<file path="config.mk">
export PLATFORM = sky130hd
export DESIGN_NAME = pb_debounce_multi
export DESIGN_NICKNAME = d
export VERILOG_FILES = /design/src/rtl/pb_debounce_multi.sv
export SDC_FILE = /design/constraint.sdc
export NUM_CORES = 1
export LEC_CHECK = 0
export CAP_MARGIN = 10
export CORE_MARGIN = 1
export CORE_UTILIZATION = 55
export DETAILED_ROUTE_END_ITERATION = 10
export PLACE_DENSITY = 0.75
export SLEW_MARGIN = 30
export SYNTH_ARGS = -nofsm -noshare
export SYNTH_HDL_FRONTEND = slang
export SYNTH_SLANG_ARGS = --single-unit
export TNS_END_PERCENT = 30
</file>
<file path="constraint.sdc">
create_clock -name clk5 -period 2.8 [get_ports clk5]
set_clock_uncertainty 0.2 [all_clocks]
set_input_delay 0.56 -clock clk5 [delete_from_list [all_inputs] [get_ports clk5]]
set_output_delay 0.56 -clock clk5 [all_outputs]
set_load 0.05 [all_outputs]
</file>
<file path="src/rtl/pb_debounce_multi.sv">
// Multi-channel push-button debouncer: level, press/release pulses and, with PB_AUTOREPEAT_EN
// defined, auto-repeat pulses while held. pb_level lags a stable pb_in by STABLE_CNT+2 cycles.
module pb_debounce_multi #(
  parameter int N_CH          = 4,
  parameter int STABLE_CNT    = 7500,
  parameter int CNT_W         = 13,
  parameter int REPEAT_DELAY  = 2500000,
  parameter int REPEAT_PERIOD = 500000
) (
  input  logic            clk5,
  input  logic            reset,
  input  logic [N_CH-1:0] pb_in,
  output logic [N_CH-1:0] pb_level,
  output logic [N_CH-1:0] pb_press,
  output logic [N_CH-1:0] pb_release,
  output logic [N_CH-1:0] pb_repeat
);

  typedef enum logic [1:0] {IDLE, CHK_HI, HELD, CHK_LO} state_t;

  localparam logic [CNT_W-1:0] STABLE_V = CNT_W'(STABLE_CNT);
  localparam logic [CNT_W-1:0] CNT_ONE  = CNT_W'(1);

  if (N_CH < 1 || N_CH > 16) begin : g_bad_nch
    $error("pb_debounce_multi: N_CH must be 1..16");
  end
  if (STABLE_CNT < 1 || STABLE_CNT > (2**CNT_W) - 1) begin : g_bad_cnt
    $error("pb_debounce_multi: STABLE_CNT must fit in CNT_W bits");
  end
  if (REPEAT_DELAY < 1 || REPEAT_PERIOD < 1) begin : g_bad_rpt
    $error("pb_debounce_multi: repeat timings must be at least 1");
  end

  logic [N_CH-1:0] meta_q;
  logic [N_CH-1:0] sync_q;

  always_ff @(posedge clk5) begin
    if (reset) begin
      meta_q <= '0;
      sync_q <= '0;
    end else begin
      meta_q <= pb_in;
      sync_q <= meta_q;
    end
  end

  for (genvar g = 0; g < N_CH; g++) begin : g_ch
    state_t           state_q, state_d;
    logic [CNT_W-1:0] cnt_q, cnt_d;
    logic             level_q, press_q, release_q;

    always_comb begin
      state_d = state_q;
      cnt_d   = cnt_q;
      case (state_q)
        IDLE: begin
          if (sync_q[g]) begin
            state_d = CHK_HI;
            cnt_d   = CNT_ONE;
          end else begin
            cnt_d = '0;
          end
        end
        CHK_HI: begin
          // Any bounce throws away the partial qualification.
          if (!sync_q[g]) begin
            state_d = IDLE;
            cnt_d   = '0;
          end else if (cnt_q < STABLE_V) begin
            cnt_d = cnt_q + CNT_ONE;
          end else begin
            state_d = HELD;
            cnt_d   = '0;
          end
        end
        HELD: begin
          if (!sync_q[g]) begin
            state_d = CHK_LO;
            cnt_d   = CNT_ONE;
          end else begin
            cnt_d = '0;
          end
        end
        CHK_LO: begin
          if (sync_q[g]) begin
            state_d = HELD;
            cnt_d   = '0;
          end else if (cnt_q < STABLE_V) begin
            cnt_d = cnt_q + CNT_ONE;
          end else begin
            state_d = IDLE;
            cnt_d   = '0;
          end
        end
        default: begin
          state_d = IDLE;
          cnt_d   = '0;
        end
      endcase
    end

    // Outputs are decoded from the next state so they line up with the state register.
    always_ff @(posedge clk5) begin
      if (reset) begin
        state_q   <= IDLE;
        cnt_q     <= '0;
        level_q   <= 1'b0;
        press_q   <= 1'b0;
        release_q <= 1'b0;
      end else begin
        state_q   <= state_d;
        cnt_q     <= cnt_d;
        level_q   <= (state_d == HELD) || (state_d == CHK_LO);
        press_q   <= (state_q == CHK_HI) && (state_d == HELD);
        release_q <= (state_q == CHK_LO) && (state_d == IDLE);
      end
    end

    assign pb_level[g]   = level_q;
    assign pb_press[g]   = press_q;
    assign pb_release[g] = release_q;

`ifdef PB_AUTOREPEAT_EN
    localparam int HOLD_MAX = (REPEAT_DELAY > REPEAT_PERIOD) ? REPEAT_DELAY : REPEAT_PERIOD;
    localparam int HOLD_W   = $clog2(HOLD_MAX + 1);

    logic [HOLD_W-1:0] hold_q, hold_d, thr;
    logic              first_q, first_d, rpt_q, rpt_d;

    // The counter restarts after every pulse, so it only ever climbs to the current threshold.
    assign thr = first_q ? HOLD_W'(REPEAT_DELAY) : HOLD_W'(REPEAT_PERIOD);

    always_comb begin
      hold_d  = hold_q;
      first_d = first_q;
      rpt_d   = 1'b0;
      if (state_d == HELD && state_q != HELD) begin
        hold_d  = '0;
        first_d = 1'b1;
      end else if (state_q == HELD && state_d == HELD) begin
        if (hold_q + HOLD_W'(1) == thr) begin
          rpt_d   = 1'b1;
          hold_d  = '0;
          first_d = 1'b0;
        end else begin
          hold_d = hold_q + HOLD_W'(1);
        end
      end
    end

    always_ff @(posedge clk5) begin
      if (reset) begin
        hold_q  <= '0;
        first_q <= 1'b1;
        rpt_q   <= 1'b0;
      end else begin
        hold_q  <= hold_d;
        first_q <= first_d;
        rpt_q   <= rpt_d;
      end
    end

    assign pb_repeat[g] = rpt_q;
`else
    assign pb_repeat[g] = 1'b0;
`endif
  end

endmodule

</file>
==> results.py, run 1 <==
metrics = {
    "outcome": {
        "outcome": "complete, no violations",
    },
    "sta": {
        "hold_ws_ns": 0.241,
        "tightest_slew_ns": 0.806,
        "fin_setup_tns_ns": 0,
        "hold_viol": 0,
        "fmax_mhz": 432,
        "rsz0062_at_grt": "no",
        "fin_crit_sh": 0.827,
        "final-max-slew-violation-count": 0,
        "setup_viol": 0,
        "fin_crit_ns": 2.31,
        "relSlewSlack": 0.461,
    },
    "final_layout": {
        "stdcell_count": 437,
        "antenna_cells": 0,
        "most-common-layout-cells": "dfxtp_1, nor2_1, xnor2_1",
        "fillers": 483,
        "final_util": 0.634,
        "nets": 371,
        "synthToLayoutAreaGrowth_pct": 8.33,
        "drive_gt1_frac": 0.140,
        "layout_commonest_cell": "dfxtp_1",
        "design_area_um2": 3600,
    },
    "setup_path": {
        "path_cells": "clkdlybuf4s50_1",
        "regToRegStartpoint": "g_ch[2].cnt_q[2]$_SDFF_PP0_",
        "path_class": "reg2out",
        "worst_r2r_path_depth": 4,
        "cp_slowest_cell": "clkdlybuf4s50_1",
        "max_stage_delay_ns": 0.83,
        "critPathMaxFanout": 4,
        "start_kind": "flip-flop",
        "rr_endpoint": "g_ch[2].cnt_q[1]$_SDFF_PP0_",
        "critPathBufInv": 1,
        "path_delay_family": "buffers and inverters",
        "reg2reg_slack_ns": 0.91,
        "crit_required_ns": 2.04,
        "endpoint_kind": "output pin",
        "crit_arrival_ns": 1.55,
    },
    "power_and_ir_drop": {
        "p_per_area_nw_per_um2": 528,
        "power.leakage_nw": 1.21,
        "ir_drop_mv": 0.420,
    },
    "worst_hold_path": {
        "hp-start": "meta_q[1]$_SDFF_PP0_",
        "hp-class": "reg2reg",
        "whs_endpoint": "sync_q[1]$_SDFF_PP0_",
        "min_path_cells": 1,
    },
    "synth": {
        "syn_inst": 351,
        "synthFlopType": "dfxtp_1",
        "synth_top_area_frac": 0.470,
        "synthesis.area_um2": 3320,
        "synth-edff-count": 0,
        "avgSynthCellArea_um2": 9.46,
        "ys_seq_area_frac": 0.470,
        "ys_top_cells_by_area": "dfxtp_1, xnor2_1, nor2_1",
        "yosys_register_bits": 78,
        "async_flop_share": 0,
        "yosys_warnings": 0,
        "ys_types": 34,
        "synth_top_area_cell": "dfxtp_1",
    },
    "route": {
        "drcViolationCount": 0,
        "viasPerCell": 5.19,
        "drt_iter0_markers": 75,
        "antenna_left": 0,
        "vias": 2270,
        "wl_per_cell_um": 11.9,
        "drt_wl_total_mm": 5.21,
        "drt-pass1-iter-count": 4,
    },
    "clocking": {
        "htreeDepth": 3,
        "cts_max_path_buffers": 2,
        "cts_sinks": 78,
        "clockRootBuffer": "clkbuf_8",
        "post_cts_buffers": 0,
        "cts_tree": "yes",
        "cts-resized-gates": 0,
        "clkSlewWorstSetupHoldPaths_ns": 0.07,
        "clkLatencyLatePin_ns": 0.34,
        "cts-hold-fix-buffers": 0,
        "cts_buffers": 9,
    },
    "floorplan": {
        "io_pins": 22,
        "coreArea_um2": 5680,
        "die_w_um": 79.7,
        "fp-row-count": 27,
        "fp.dieArea_um2": 6350,
        "start_util": 0.585,
        "die-height_um": 79.7,
    },
    "global_routing": {
        "grt_max_degree": 13,
        "grt_overflow_total": 0,
        "grt_pass1_vias": 2046,
        "grtUsageTotal": 0.186,
        "grt_first_pass_wirelength_mm": 9.07,
        "antenna_found_initial": 0,
    },
    "placed_design": {
        "placed_cells": 422,
        "dp_hpwl_mm": 3.57,
        "portBuffers": 17,
        "place_area_um2": 3420,
        "gp_congestion": 0.743,
    },
    "job": {
        "maxCapViolations": 0,
    },
}
-- how the worst max path moves through the flow --
stage / from / endpoint / slack (ns) / depth (start not counted)
global route: g_ch[1].state_q[1]$_SDFF_PP0_ / pb_level[1] / 0.43 / 1
global placement: reset / g_ch[2].cnt_q[9]$_SDFF_PP0_ / 0.53 / 4
CTS: g_ch[1].state_q[1]$_SDFF_PP0_ / pb_level[1] / 0.47 / 1
floorplan: g_ch[2].cnt_q[2]$_SDFF_PP0_ / g_ch[2].cnt_q[12]$_SDFF_PP0_ / 1.30 / 5
detailed placement: reset / g_ch[2].cnt_q[9]$_SDFF_PP0_ / 0.44 / 4
finish: g_ch[1].state_q[1]$_SDFF_PP0_ / pb_level[1] / 0.49 / 1
-- registers in the layout, summed over array words and instances, names as in the netlist --
signal / count
g_ch.release_q: 4
g_ch.level_q: 2
g_ch.state_q: 8
g_ch.press_q: 4
sync_q: 4
meta_q: 4
g_ch.cnt_q: 52
-- power by group --
group / leakage [nW] / internal, mW / total (mW) / switching [mW]
registers: 0.630 / 1.12 / 1.12 / 0.00554
logic: 0.492 / 0.0150 / 0.0395 / 0.0245
clock network: 0.0910 / 0.360 / 0.738 / 0.378
-- kinds of logic (layout without fill, tap and decap cells) --
| family | count (synthesis) | after routing | synth area share |
|---|---|---|---|
| AND/OR/NAND/NOR | 150 | 150 | 0.241 |
| XOR/XNOR | 40 | 40 | 0.106 |
| other | 1 | 4 | 0.00113 |
| buffers and inverters | 34 | 45 | 0.0678 |
| AO/OA/AOI/OAI | 44 | 44 | 0.0988 |
| adder cells (fa/ha/maj) | 4 | 4 | 0.0151 |
| flip-flops | 78 | 78 | 0.470 |
-- metrics by stage --
step / total power [mW] / worst slack, ns
5_1_grt: 1.97 / 0.431
4_1_cts: 1.92 / 0.467
2_1_floorplan: 1.18 / 1.30
3_3_place_gp: 1.19 / 0.534
6_report: 1.90 / 0.486
3_5_place_dp: 1.19 / 0.442
-- cell usage after synthesis (5+ instances only) --
master	count
nand4_1	12
nor2b_1	12
inv_1	11
o21ai_0	16
buf_6	5
xor2_1	14
buf_4	16
xnor2_1	26
nand2_1	10
nor3_1	17
a21oi_1	8
dfxtp_1	78
nor2_2	18
nor2_1	34
nand2b_1	10
nand3_1	19
-- cell type report --
cell class,instances,area (um^2),share of cell area
tap,72,90.1,0.0251
clock buffer,11,151,0.0421
multi-input combinational,242,1540,0.429
sequential,78,1560,0.434
clock inverter,4,22.5,0.00626
timing repair buffer,19,185,0.0515
inverter,11,41.3,0.0115
-- metal layers --
metal / wire (um) / up-vias / share of wire / global-route usage
li1: - / 1189 / - / -
met1: 2530 / 1046 / 0.49 / 0.230
met2: 2420 / 29 / 0.46 / 0.296
met3: 198 / 6 / 0.038 / 0.0663
met4: 65 / 0 / 0.012 / 0.0709
met5: 0 / - / 0 / 0
Power figures use the tool's default switching activity.
==> run 2: changes to the inputs <==
- clock period: 2.8 -> 2.3 ns (I/O delays scaled with it)
==> run 2 against run 1 <==
  * Count of clock-buffer cells in the layout increased by 2
  * Sequential power increased by 22%
  * Worst hold slack got worse by 0.0028 ns
  * Setup slack got worse by 0.40 ns
  * Routed wire length increased by 0.81%
  * Non-clock buffer count unchanged
  * Final area increased by 0.77%
  * Combinational power increased by 21%
  * Via count increased by 0.31%
  * Power increased by 28%
  * Register-to-register slack got worse by 0.47 ns
  * Critical path type unchanged
  * Largest cell class unchanged
  * Highest routed layer unchanged
==> results.py, run 2 (synthesis gave the netlist of run 1 again) <==
metrics = {
    "clocking": {
        "post_cts_buffers": 0,
        "clkLatencyLatePin_ns": 0.35,
        "cts_sinks": 78,
        "cts_max_path_buffers": 2,
        "htreeDepth": 3,
        "cts-hold-fix-buffers": 0,
        "clkSlewWorstSetupHoldPaths_ns": 0.07,
        "cts_tree": "yes",
        "cts-resized-gates": 0,
        "clockRootBuffer": "clkbuf_8",
        "cts_buffers": 9,
    },
    "global_routing": {
        "grt_max_degree": 13,
        "antenna_found_initial": 0,
        "grtUsageTotal": 0.190,
        "grt_first_pass_wirelength_mm": 9.24,
        "grt_pass1_vias": 2090,
        "grt_overflow_total": 0,
    },
    "floorplan": {
        "coreArea_um2": 5680,
        "die_w_um": 79.7,
        "io_pins": 22,
        "die-height_um": 79.7,
        "start_util": 0.585,
        "fp-row-count": 27,
        "fp.dieArea_um2": 6350,
    },
    "final_layout": {
        "layout_commonest_cell": "dfxtp_1",
        "nets": 371,
        "antenna_cells": 0,
        "final_util": 0.638,
        "fillers": 485,
        "stdcell_count": 438,
        "drive_gt1_frac": 0.137,
        "largest_register_ff_count": 52,
        "top_register": "g_ch.cnt_q",
        "reg.largest.list": "g_ch.cnt_q (52), g_ch.state_q (8)",
        "most-common-layout-cells": "dfxtp_1, nor2_1, xnor2_1",
        "synthToLayoutAreaGrowth_pct": 9.16,
    },
    "sta": {
        "hold_viol": 0,
        "hold_ws_ns": 0.238,
        "fmax_mhz": 451,
        "fin_setup_tns_ns": 0,
        "relSlewSlack": 0.471,
        "rsz0062_at_grt": "no",
        "setup_viol": 0,
        "fin_crit_sh": 0.964,
        "fin_crit_ns": 2.22,
        "setup_ws_ns": 0.0817,
        "tightest_slew_ns": 0.791,
        "final-max-slew-violation-count": 0,
    },
    "job": {
        "maxCapViolations": 0,
    },
    "route": {
        "drt-pass1-iter-count": 4,
        "antenna_left": 0,
        "wl_per_cell_um": 12.0,
        "viasPerCell": 5.20,
        "vias": 2277,
        "drcViolationCount": 0,
        "drt_iter0_markers": 61,
        "drt_wl_total_mm": 5.25,
    },
    "power_and_ir_drop": {
        "p_per_area_nw_per_um2": 674,
        "ir_drop_mv": 0.479,
        "power.leakage_nw": 1.22,
    },
    "placed_design": {
        "placed_cells": 422,
        "portBuffers": 17,
        "dp_slack_ns": 0.0724,
        "dp_hpwl_mm": 3.66,
        "gp_congestion": 0.749,
    },
    "setup_path": {
        "crit_arrival_ns": 1.56,
        "path_cells": "clkdlybuf4s50_1",
        "cp_slowest_cell": "clkdlybuf4s50_1",
        "crit_required_ns": 1.64,
        "path_delay_family": "buffers and inverters",
        "critPathBufInv": 1,
        "reg2reg_slack_ns": 0.44,
        "endpoint_kind": "output pin",
        "path_class": "reg2out",
        "worst_r2r_path_depth": 4,
        "critPathMaxFanout": 4,
        "rr_endpoint": "g_ch[1].cnt_q[2]$_SDFF_PP0_",
        "regToRegStartpoint": "g_ch[1].cnt_q[2]$_SDFF_PP0_",
        "start_kind": "flip-flop",
        "max_stage_delay_ns": 0.83,
    },
    "worst_hold_path": {
        "hp-start": "meta_q[1]$_SDFF_PP0_",
        "whs_endpoint": "sync_q[1]$_SDFF_PP0_",
        "hp-class": "reg2reg",
        "min_path_cells": 1,
    },
    "outcome": {
        "outcome": "complete, no violations",
    },
}
run 2: cell count changes in the layout (fill, tap and decap cells not counted):
| cell | change |
|---|---|
| clkbuf_1 | +2 |
| clkinv_2 | -2 |
| bufinv_16 | +1 |
run 2: worst register-to-register path: cells and delay by family (launching register included):
| kind | cells | cell delay [ns] |
|---|---|---|
| compound gates | 3 | 0.98 |
| flops | 1 | 0.42 |
| simple gates | 1 | 0.11 |
run 2: layout make-up:
type,instances,area [um^2],share of cell area
Multi-Input combinational cell,242,1540,0.426
Clock buffer,13,159,0.0439
Clock inverter,3,42.5,0.0117
Sequential cell,78,1560,0.431
Inverter,11,41.3,0.0114
Tap cell,72,90.1,0.0249
Timing Repair Buffer,19,185,0.0511
run 2: how the worst max path moves through the flow:
stage | startpoint | to | slack [ns] | cells after the start
CTS | g_ch[1].state_q[1]$_SDFF_PP0_ | pb_level[1] | 0.07 | 1
finish | g_ch[1].state_q[1]$_SDFF_PP0_ | pb_level[1] | 0.08 | 1
global route | g_ch[1].state_q[1]$_SDFF_PP0_ | pb_level[1] | 0.02 | 1
global placement | reset | g_ch[2].cnt_q[3]$_SDFF_PP0_ | 0.11 | 4
detailed placement | reset | g_ch[2].cnt_q[11]$_SDFF_PP0_ | 0.07 | 4
floorplan | g_ch[2].cnt_q[2]$_SDFF_PP0_ | g_ch[2].cnt_q[12]$_SDFF_PP0_ | 0.80 | 5
run 2: power breakdown:
part	total, mW	switching [mW]	internal (mW)
Sequential	1.37	0.00674	1.36
Combinational	0.0479	0.0296	0.0182
Clock	1.03	0.467	0.560
Total	2.44	0.504	1.94
run 2: metal layers:
layer,vias to the layer above,wire (um),share of wire,global-route usage
li1,1185,-,-,-
met1,1046,2600,0.49,0.243
met2,35,2390,0.46,0.290
met3,11,168,0.032,0.0514
met4,0,94,0.018,0.104
met5,-,0,0,0
run 2: stage by stage:
step | area (um^2) | power [mW]
3_3_place_gp | 3420 | 1.44
2_1_floorplan | 3330 | 1.44
5_1_grt | 3620 | 2.54
4_1_cts | 3620 | 2.47
3_5_place_dp | 3420 | 1.45
6_report | 3620 | 2.44
